## src/rtl/draw_line_pkg.sv

```systemverilog
// Shared types and helpers for the Bresenham line streamer: FSM states,
// default geometry and the unsigned distance helper used by SETUP.
package draw_line_pkg;

  localparam int DEF_COORD_W = 16;
  localparam int DEF_DASH_W  = 8;
  localparam int ABS_W       = 32;

  typedef enum logic [1:0] {
    IDLE  = 2'd0,
    SETUP = 2'd1,
    EMIT  = 2'd2,
    DONE  = 2'd3
  } state_t;

  function automatic logic [ABS_W-1:0] abs_diff(input logic [ABS_W-1:0] a,
                                                input logic [ABS_W-1:0] b);
    return (a > b) ? (a - b) : (b - a);
  endfunction

endpackage

```

## src/rtl/draw_line_stream_if.sv

```systemverilog
// Pixel stream from the rasteriser to the framebuffer write arbiter:
// one pixel per px_valid/px_ready handshake.
interface draw_line_stream_if #(
  parameter int COORD_W = 16
);
  logic               px_valid;
  logic               px_ready;
  logic [COORD_W-1:0] x_o;
  logic [COORD_W-1:0] y_o;
  logic               px_on;
  logic               px_last;

  modport master (
    output px_valid, x_o, y_o, px_on, px_last,
    input  px_ready
  );

  modport slave (
    input  px_valid, x_o, y_o, px_on, px_last,
    output px_ready
  );
endinterface

```

## src/rtl/draw_line_stream.sv

```systemverilog
// Bresenham line rasteriser: latches two endpoints on start and streams every
// pixel of the line with a dash flag and an endpoint marker.
module draw_line_stream
  import draw_line_pkg::*;
#(
  parameter int COORD_W = DEF_COORD_W,
  parameter int DASH_W  = DEF_DASH_W
) (
  input  logic               clk,
  input  logic               reset,
  input  logic               start,
  input  logic               abort,
  input  logic [COORD_W-1:0] x1,
  input  logic [COORD_W-1:0] y1,
  input  logic [COORD_W-1:0] x2,
  input  logic [COORD_W-1:0] y2,
  input  logic [DASH_W-1:0]  dash_pattern,
  draw_line_stream_if.master px,
  output logic               busy,
  output logic               line_complete
);

  localparam int SW    = COORD_W + 2;
  localparam int EW    = COORD_W + 3;
  localparam int IDX_W = (DASH_W > 1) ? $clog2(DASH_W) : 1;

  state_t                r_state;
  state_t                w_state_next;
  logic [COORD_W-1:0]    r_x;
  logic [COORD_W-1:0]    r_y;
  logic [COORD_W-1:0]    r_x2;
  logic [COORD_W-1:0]    r_y2;
  logic signed [SW-1:0]  r_dx;
  logic signed [SW-1:0]  r_dy;
  logic signed [SW-1:0]  r_err;
  logic                  r_sx_neg;
  logic                  r_sy_neg;
  logic [DASH_W-1:0]     r_dash;
  logic [IDX_W-1:0]      r_idx;

  logic                  w_emit;
  logic                  w_last;
  logic                  w_hs;
  logic                  w_step_x;
  logic                  w_step_y;
  logic signed [EW-1:0]  w_e2;
  logic signed [SW-1:0]  w_err_next;
  logic signed [SW-1:0]  w_dx_abs;
  logic signed [SW-1:0]  w_dy_abs;

  assign w_emit   = (r_state == EMIT);
  assign w_last   = (r_x == r_x2) && (r_y == r_y2);
  // abort takes priority over a coincident handshake
  assign w_hs     = w_emit && px.px_ready && !abort;

  assign w_dx_abs = SW'(abs_diff(ABS_W'(r_x), ABS_W'(r_x2)));
  assign w_dy_abs = SW'(abs_diff(ABS_W'(r_y), ABS_W'(r_y2)));

  assign w_e2       = {r_err, 1'b0};
  assign w_step_x   = w_e2 >= $signed({r_dy[SW-1], r_dy});
  assign w_step_y   = w_e2 <= $signed({r_dx[SW-1], r_dx});
  assign w_err_next = r_err + (w_step_x ? r_dy : SW'(0)) + (w_step_y ? r_dx : SW'(0));

  always_ff @(posedge clk or negedge reset) begin
    if (!reset) begin
      r_state <= IDLE;
    end else begin
      r_state <= w_state_next;
    end
  end

  always_comb begin
    w_state_next = r_state;
    unique case (r_state)
      IDLE:    if (start) w_state_next = SETUP;
      SETUP:   w_state_next = abort ? IDLE : EMIT;
      EMIT: begin
        if (abort)                       w_state_next = IDLE;
        else if (px.px_ready && w_last)  w_state_next = DONE;
      end
      DONE:    w_state_next = IDLE;
      default: w_state_next = IDLE;
    endcase
  end

  always_ff @(posedge clk or negedge reset) begin
    if (!reset) begin
      r_x      <= '0;
      r_y      <= '0;
      r_x2     <= '0;
      r_y2     <= '0;
      r_dx     <= '0;
      r_dy     <= '0;
      r_err    <= '0;
      r_sx_neg <= 1'b0;
      r_sy_neg <= 1'b0;
      r_dash   <= '0;
      r_idx    <= '0;
    end else begin
      case (r_state)
        IDLE: begin
          if (start) begin
            r_x    <= x1;
            r_y    <= y1;
            r_x2   <= x2;
            r_y2   <= y2;
            r_dash <= dash_pattern;
            r_idx  <= '0;
          end
        end
        SETUP: begin
          r_dx     <= w_dx_abs;
          r_dy     <= -w_dy_abs;
          r_err    <= w_dx_abs - w_dy_abs;
          r_sx_neg <= !(r_x < r_x2);
          r_sy_neg <= !(r_y < r_y2);
        end
        EMIT: begin
          if (w_hs) begin
            r_idx <= (r_idx == IDX_W'(DASH_W - 1)) ? '0 : r_idx + 1'b1;
            if (!w_last) begin
              r_err <= w_err_next;
              if (w_step_x) r_x <= r_sx_neg ? r_x - 1'b1 : r_x + 1'b1;
              if (w_step_y) r_y <= r_sy_neg ? r_y - 1'b1 : r_y + 1'b1;
            end
          end
        end
        default: ;
      endcase
    end
  end

  // Pixel outputs are gated so they read zero whenever no pixel is offered
  assign px.px_valid  = w_emit;
  assign px.x_o       = w_emit ? r_x : '0;
  assign px.y_o       = w_emit ? r_y : '0;
  assign px.px_on     = w_emit && r_dash[r_idx];
  assign px.px_last   = w_emit && w_last;
  assign busy          = (r_state != IDLE);
  assign line_complete = (r_state == DONE);

endmodule

```

## src/flat_wrapper.sv

```systemverilog
// flat-port wrapper written by rule: the top's interface ports become plain ports
module draw_line_stream_flat import draw_line_pkg::*;
#(
  parameter int COORD_W = DEF_COORD_W,
  parameter int DASH_W  = DEF_DASH_W
)
  (clk, reset, start, abort, x1, y1, x2, y2, dash_pattern, busy, line_complete, px_px_valid, px_x_o, px_y_o, px_px_on, px_px_last, px_px_ready);
  draw_line_stream_if #(.COORD_W(COORD_W)) px_i ();
  input  logic clk;
  input  logic reset;
  input  logic start;
  input  logic abort;
  input  logic [COORD_W-1:0] x1;
  input  logic [COORD_W-1:0] y1;
  input  logic [COORD_W-1:0] x2;
  input  logic [COORD_W-1:0] y2;
  input  logic [DASH_W-1:0] dash_pattern;
  output logic busy;
  output logic line_complete;
  output wire logic [$bits(px_i.px_valid)-1:0] px_px_valid;
  output wire logic [$bits(px_i.x_o)-1:0] px_x_o;
  output wire logic [$bits(px_i.y_o)-1:0] px_y_o;
  output wire logic [$bits(px_i.px_on)-1:0] px_px_on;
  output wire logic [$bits(px_i.px_last)-1:0] px_px_last;
  input wire logic [$bits(px_i.px_ready)-1:0] px_px_ready;
  assign px_px_valid = px_i.px_valid;
  assign px_x_o = px_i.x_o;
  assign px_y_o = px_i.y_o;
  assign px_px_on = px_i.px_on;
  assign px_px_last = px_i.px_last;
  assign px_i.px_ready = px_px_ready;
  draw_line_stream #(.COORD_W(COORD_W), .DASH_W(DASH_W)) u_core (.clk(clk), .reset(reset), .start(start), .abort(abort), .x1(x1), .y1(y1), .x2(x2), .y2(y2), .dash_pattern(dash_pattern), .px(px_i), .busy(busy), .line_complete(line_complete));
endmodule
```

## config.mk

```make
export PLATFORM = sky130hd
export DESIGN_NAME = draw_line_stream_flat
export DESIGN_NICKNAME = d
export VERILOG_FILES = /design/src/rtl/draw_line_pkg.sv /design/src/rtl/draw_line_stream_if.sv /design/src/rtl/draw_line_stream.sv /design/src/flat_wrapper.sv
export SDC_FILE = /design/constraint.sdc
export NUM_CORES = 1
export LEC_CHECK = 0
export BUFFER_PORTS_ARGS = -buffer_cell sky130_fd_sc_hd__buf_2
export CORE_ASPECT_RATIO = 2
export CORE_MARGIN = 2
export CORE_UTILIZATION = 35
export DETAILED_ROUTE_END_ITERATION = 10
export PLACE_DENSITY = 0.55
export SETUP_SLACK_MARGIN = 0.2
export SLEW_MARGIN = 40
export SYNTH_ARGS = -nofsm -noshare
export SYNTH_HDL_FRONTEND = slang
export SYNTH_SLANG_ARGS = --single-unit
```

## constraint.sdc

```tcl
create_clock -name clk -period 5.5 [get_ports clk]
set_input_delay 0.825 -clock clk [delete_from_list [all_inputs] [get_ports clk]]
set_output_delay 0.825 -clock clk [all_outputs]
set_load 0.02 [all_outputs]
```

==> run metrics, run 1 <==
n_diodes 0; Mapped Area 13,650 um2; share of cells above drive strength 1 17.49%; Num CTS Buffers 17; CP top delay family compound AO/OA/AOI/OAI gates; area delta synth->final 17.46%; maximum clock rate 196.1 MHz; register area share after synthesis 24.20%; Crit Path Class flop to flop; Max H-tree Level 4; period utilisation layout 92.72%; DIE WIDTH 143.6 um; initial antenna violation count 2; DR vias/cell 5.404; clock sink count 132; synth top area cells dfrtp_1 24%, ha_1 15%, inv_1 5.1%; Setup-failing EPs final 0; Post-Syn Nets 1,954; IO Count 114; CP required 5800 ps; worst endpoint data arrival time 5400 ps; DP Wirelength 36,630 um; RSZ-0062 raised after global routing yes; Slew headroom 32.03%; remaining antenna violation count 0; Buffers & Inverters on Critical Path 2; crit-path cells inv_1 > ha_1 > a21o_1 > a21o_1 > a41oi_1 > a211oi_2 > o31ai_2 > buf_4 > a2111oi_1 > or2_2 > xnor2_2 > ha_1 > and2_1 > o21ai_0 > a31oi_2 > a311oi_2 > xnor2_1 > a211oi_1 > a21oi_1; worst hold path type input pin to async pin; worst-skew pair later-pin latency 460 ps; Yosys cell types 90; fillcell total 4,055; core area 38,540 um2; I/O Buffers 113; FFs w/ async S/R, synth 100.0%; final worst slack 400.5 ps; RD Place Congestion 0.9099; max cap viols 0; Post-Route Skew 12.91 ps; Wirelength per Cell 19.07 um; hold_buf cts 0; number of remaining DRC errors 0; Tot GR Track Use 22.65%; Initial Utilization 35.42%; Slowest cell on crit path dfrtp_1; Remaining Overflow, GRT 0; worst slack after detailed placement -340.2 ps; Syn Inst Count 1,688; Syn Area/Cell 8.087 um2; area share of the largest cell type after synthesis 24.20%; startpoint types flop; Root Buffer clkbuf_16; FF+latch count, synth 132; clock tree from TritonCTS done; Reg clk slew, reported paths 60 ps; Slowest Stage Delay on Critical Path 400 ps; Yosys top cell by area dfrtp_1; CP Capture Type flop; DIE AREA 40,690 um2; commonest non-fill, non-tap cell in the layout inv_1; Setup TNS Final 0 ps; largest net degree at the start of global routing 66; min cycle time layout 5099 ps; DR vias 12.79k; row count 102; Finished Layout Cells 2,367; post-placement cell count 2,334; worst slew pin tran 1009 ps; Max Slew Vio Count 0; most frequent cells in the layout 186 x inv_1, 185 x nand2_1, 163 x ha_1, 132 x dfrtp_1, 119 x nor2_1; fin nets 2,100; first-pass GRT wire length 71,360 um; ys flop type dfrtp_1; die height 283.3 um; critical path fanouts, max 5; EDFF count, synth 0; status complete, no violations; clock buffer depth 2; Ys Warns 0; drt first pass iters 5; Detailed Route WL 45,140 um; number of global-route vias before repair 13.34k; final hold viol count 0; number of DRC markers in iteration 0 650
## cell type report
cell class              count  area, um2  share of cell area, %
repair buffers            195       1202                  7.499
flip-flops and latches    132       3303                  20.60
inverters                 186      698.2                  4.354
multi-input cells        1302       9574                  59.71
clock buffers              18      439.2                  2.739
well taps                 520      650.6                  4.058
clock inverters            14      166.4                  1.038
## cells by family after synthesis
family,Yosys count,synth area share [%]
simple gates,531,18.77
compound gates,473,23.12
buf+inv,254,7.360
fa+ha+maj,189,18.70
flops,132,24.20
xor+xnor,70,4.592
mux,39,3.263
## stage by stage
stage	cell area (um2)	hold slack (ps)	utilization, %
after global routing	16030	287.8	41.60
final	16030	265.2	41.60
after CTS	15870	260.4	41.18
after detailed placement	15210	491.2	39.46
after floorplan	13650	463.9	-
after global placement	15190	487.4	39.41
## synthesized netlist by cell type (7+ instances only)
cell type	count
fa_1	25
and2_1	15
and3_1	11
a211oi_1	27
nor2b_1	23
mux2_2	24
o22ai_1	10
nand2b_1	14
a21oi_1	100
buf_1	8
inv_1	186
ha_1	164
o21ai_0	119
o21bai_1	7
xnor2_1	43
nor2_1	123
nand4_1	14
or4_1	9
a221oi_1	7
o31ai_1	8
a21boi_0	11
nand3_1	40
o21a_1	14
or3_1	11
a21o_1	59
xor2_1	26
o211ai_1	11
nand2_1	185
nor3_1	45
dfrtp_1	132
mux2i_1	13
buf_2	8
a31oi_1	19
clkbuf_1	44
## flip-flops by register name, summed over array words and instances, names as in the netlist
signal and flops:
u_core.r_sy_neg 1, u_core.r_idx 3, u_core.r_x2 16, u_core.r_y2 16
u_core.r_dash 8, u_core.r_dx 17, u_core.r_err 18, u_core.r_state 2
u_core.r_dy 18, u_core.r_x 16, u_core.r_sx_neg 1, u_core.r_y 16
## timing repair
item,in CTS,in global routing
hold endpoints to repair,0,0
setup endpoints to repair,7,9
setup buffers,0,1
resized for setup,12,36
gates cloned,0,0
pin swaps,0,3
## path summary, 6_finish.rpt
kind / startpoint / endpoint / cells past startpoint / slack [ps]
worst min-delay path: reset / u_core.r_y[4]$_DFFE_PN0P_ / 1 / 270
worst min register to register: u_core.r_dash[7]$_DFFE_PN0P_ / u_core.r_dash[7]$_DFFE_PN0P_ / 1 / 510
min in group clk: u_core.r_dash[7]$_DFFE_PN0P_ / u_core.r_dash[7]$_DFFE_PN0P_ / 1 / 510
max in group asynchronous: reset / u_core.r_err[16]$_DFFE_PN0P_ / 2 / 4120
worst max register to register: u_core.r_x2[1]$_DFFE_PN0P_ / u_core.r_err[13]$_DFFE_PN0P_ / 19 / 400
worst max-delay path: u_core.r_x2[1]$_DFFE_PN0P_ / u_core.r_err[13]$_DFFE_PN0P_ / 19 / 400
## routing by layer
metal  global-route usage, %  part of all wire, %
met1                   23.45                   37
met2                   42.54                   54
met3                   2.248                  2.5
met4                   13.87                  6.2
met5                       0                0.016
Power of run 1 is not shown: default switching activity piles up to over one toggle a cycle in this logic, so the estimate is an artifact.
==> run 2, diff against run 1 <==
--- a/config.mk
+++ b/config.mk
@@ -8,9 +8,9 @@
 export BUFFER_PORTS_ARGS = -buffer_cell sky130_fd_sc_hd__buf_2
 export CORE_ASPECT_RATIO = 2
 export CORE_MARGIN = 2
-export CORE_UTILIZATION = 35
+export CORE_UTILIZATION = 62
 export DETAILED_ROUTE_END_ITERATION = 10
-export PLACE_DENSITY = 0.55
+export PLACE_DENSITY = 0.86
 export SETUP_SLACK_MARGIN = 0.2
 export SLEW_MARGIN = 40
 export SYNTH_ARGS = -nofsm -noshare
==> run metrics, run 2 (synthesis results as in run 1) <==
worst r2r dst u_core.r_err[16]$_DFFE_PN0P_; initial antenna violation count 0 (-2); DIE AREA 23,290 um2 (-43%); Tot GR Track Use 39.43% (+17 points); CP Capture Type flop; Setup TNS Final 0 ps (unchanged); clock buffer depth 2 (unchanged); DIE WIDTH 108.9 um (-24%); DP Wirelength 32,920 um (-10%); period utilisation layout 94.20% (+1.5 points); fillcell total 1,589 (-61%); number of DRC markers in iteration 0 962 (+48%); post-placement cell count 2,048 (-12%); Regs by FF count u_core.r_dy (18), u_core.r_err (18), u_core.r_dx (17); Wirelength per Cell 21.20 um (+11%); RSZ-0062 raised after global routing yes; Reg clk slew, reported paths 60 ps (about the same); Top cell by count, worst path buf_4; Remaining Overflow, GRT 0 (unchanged); Post-Route Skew 9.349 ps (-3.565 ps); maximum clock rate 193.0 MHz (-1.6%); n_diodes 0 (unchanged); worst endpoint data arrival time 5510 ps (+110 ps); worst-skew pair later-pin latency 460 ps (about the same); Root Buffer clkbuf_16; Max Slew Vio Count 0 (unchanged); first-pass GRT wire length 70,180 um (-1.7%); CP startpoint u_core.r_dy[1]$_DFFE_PN0N_; Num CTS Buffers 17 (unchanged); area of the multi-input gates 9633 um2 (+0.61%); Crit Path Class flop to flop; r2r setup slk 320 ps (-80 ps); number of global-route vias before repair 13.88k (+4.0%); Max H-tree Level 4 (unchanged); most frequent cells in the layout 186 x inv_1, 184 x nand2_1, 159 x ha_1, 132 x dfrtp_1, 120 x nor2_1; status complete, no violations; Detailed Route WL 44,290 um (-1.9%); I/O Buffers 113 (unchanged); clock tree from TritonCTS done; row count 76 (-25%); CP Depth 27 (+8); Initial Utilization 63.24% (+28 points); number of remaining DRC errors 0 (unchanged); share of cells above drive strength 1 16.41% (-1.1 points); clock sink count 132 (unchanged); final hold viol count 0 (unchanged); storage element area 3303 um2 (unchanged); Slowest cell on crit path fa_2; min cycle time layout 5181 ps (+81.53 ps); largest net degree at the start of global routing 92 (+39%); r2r startpoint u_core.r_dy[1]$_DFFE_PN0N_; remaining antenna violation count 0 (unchanged); CP required 5830 ps (+30 ps); worst slew pin tran 815.1 ps (-193.7 ps); worst hold path type input pin to async pin; IO Count 114 (unchanged); max cap viols 0 (unchanged); commonest non-fill, non-tap cell in the layout inv_1; DR vias/cell 6.520 (+21%); Buffers & Inverters on Critical Path 6 (+4); Slowest Stage Delay on Critical Path 540 ps (+140 ps); CP top delay family compound AO/OA/AOI/OAI gates; die height 213.8 um (-25%); CP endpoint u_core.r_err[16]$_DFFE_PN0P_; Setup-failing EPs final 0 (unchanged); drt first pass iters 5 (unchanged); RD Place Congestion 0.9908 (+8.9%); Finished Layout Cells 2,089 (-12%); core area 21,590 um2 (-44%); DR vias 13.62k (+6.5%); startpoint types flop; critical path fanouts, max 4 (-1); Slew headroom 45.27% (+13 points); WHS 373.6 ps (+108.4 ps); fin nets 2,069 (-1.5%); R2R cell count 27 (+8); area delta synth->final 14.21%
[run 2: changes by cell type in the layout (fill, tap and decap cells not counted), sizes merged]
cell	before	now
clkinvlp	1	3
bufinv	2	5
inv	192	187
buf	195	164
clkbuf	18	19
clkinv	5	4
[run 2: worst register-to-register path: stages (launching register included)]
cell and delay (ps):
dfrtp_1 370, inv_1 80, ha_1 280, nor2b_1 150, o21a_1 120, o21ai_1 70, nand2b_1 160, a2111oi_4 100
buf_4 150, or4_4 510, a31oi_4 170, buf_6 140, buf_4 110, nand2_1 70, fa_2 540, inv_1 40
ha_1 290, a21o_1 200, a21oi_2 180, o21ai_1 110, a31oi_1 170, buf_4 150, o211ai_1 100, nand2b_1 180
o21ai_2 100, a31oi_2 190, xor2_1 230, a211oi_1 110
[run 2: worst min path at each step]
stage / start / endpoint / slack, ps / cells past startpoint
global route: reset / u_core.r_y[2]$_DFFE_PN0P_ / 460 / 1
floorplan: u_core.r_dx[0]$_DFFE_PN0N_ / u_core.r_dx[0]$_DFFE_PN0N_ / 460 / 2
global placement: u_core.r_dash[6]$_DFFE_PN0P_ / u_core.r_dash[6]$_DFFE_PN0P_ / 490 / 1
finish: reset / u_core.r_y[2]$_DFFE_PN0P_ / 370 / 1
CTS: reset / u_core.r_y[2]$_DFFE_PN0P_ / 430 / 1
detailed placement: u_core.r_dash[6]$_DFFE_PN0P_ / u_core.r_dash[6]$_DFFE_PN0P_ / 490 / 1
[run 2: final cells by class]
| type | count | area share [%] |
|---|---|---|
| clock buffer | 19 | 2.841 |
| clock inverter | 13 | 1.316 |
| inverter | 186 | 4.478 |
| multi-input combinational | 1302 | 61.79 |
| sequential | 132 | 21.19 |
| tap | 273 | 2.191 |
| timing repair buffer | 164 | 6.196 |
[run 2: per-layer routing]
metal  track usage, %  wire length (um)  vias up
met2            68.19             22670      707
met5                0                 0        -
met3            8.237              2618      286
li1                 -                 -     6175
met4            32.18              3926        0
met1            39.89             15080     6452
[run 2: per-stage QoR]
step                instance area [um2]  util, %  setup slack, ps
detailed placement                14610    67.66           -155.6
finish                            15590    72.22            319.0
floorplan                         13650        -            420.5
global route                      15590    72.22            133.1
CTS                               15350    71.13            185.6
global placement                  14600    67.62            249.2
[run 2: timing repair]
action,in CTS,in global routing
hold buffers,0,0
gates resized for setup,14,41
endpoints found under the setup margin,8,9
pin swaps,6,15
buffers inserted,7,2
Power of run 2 is left out for the same reason.
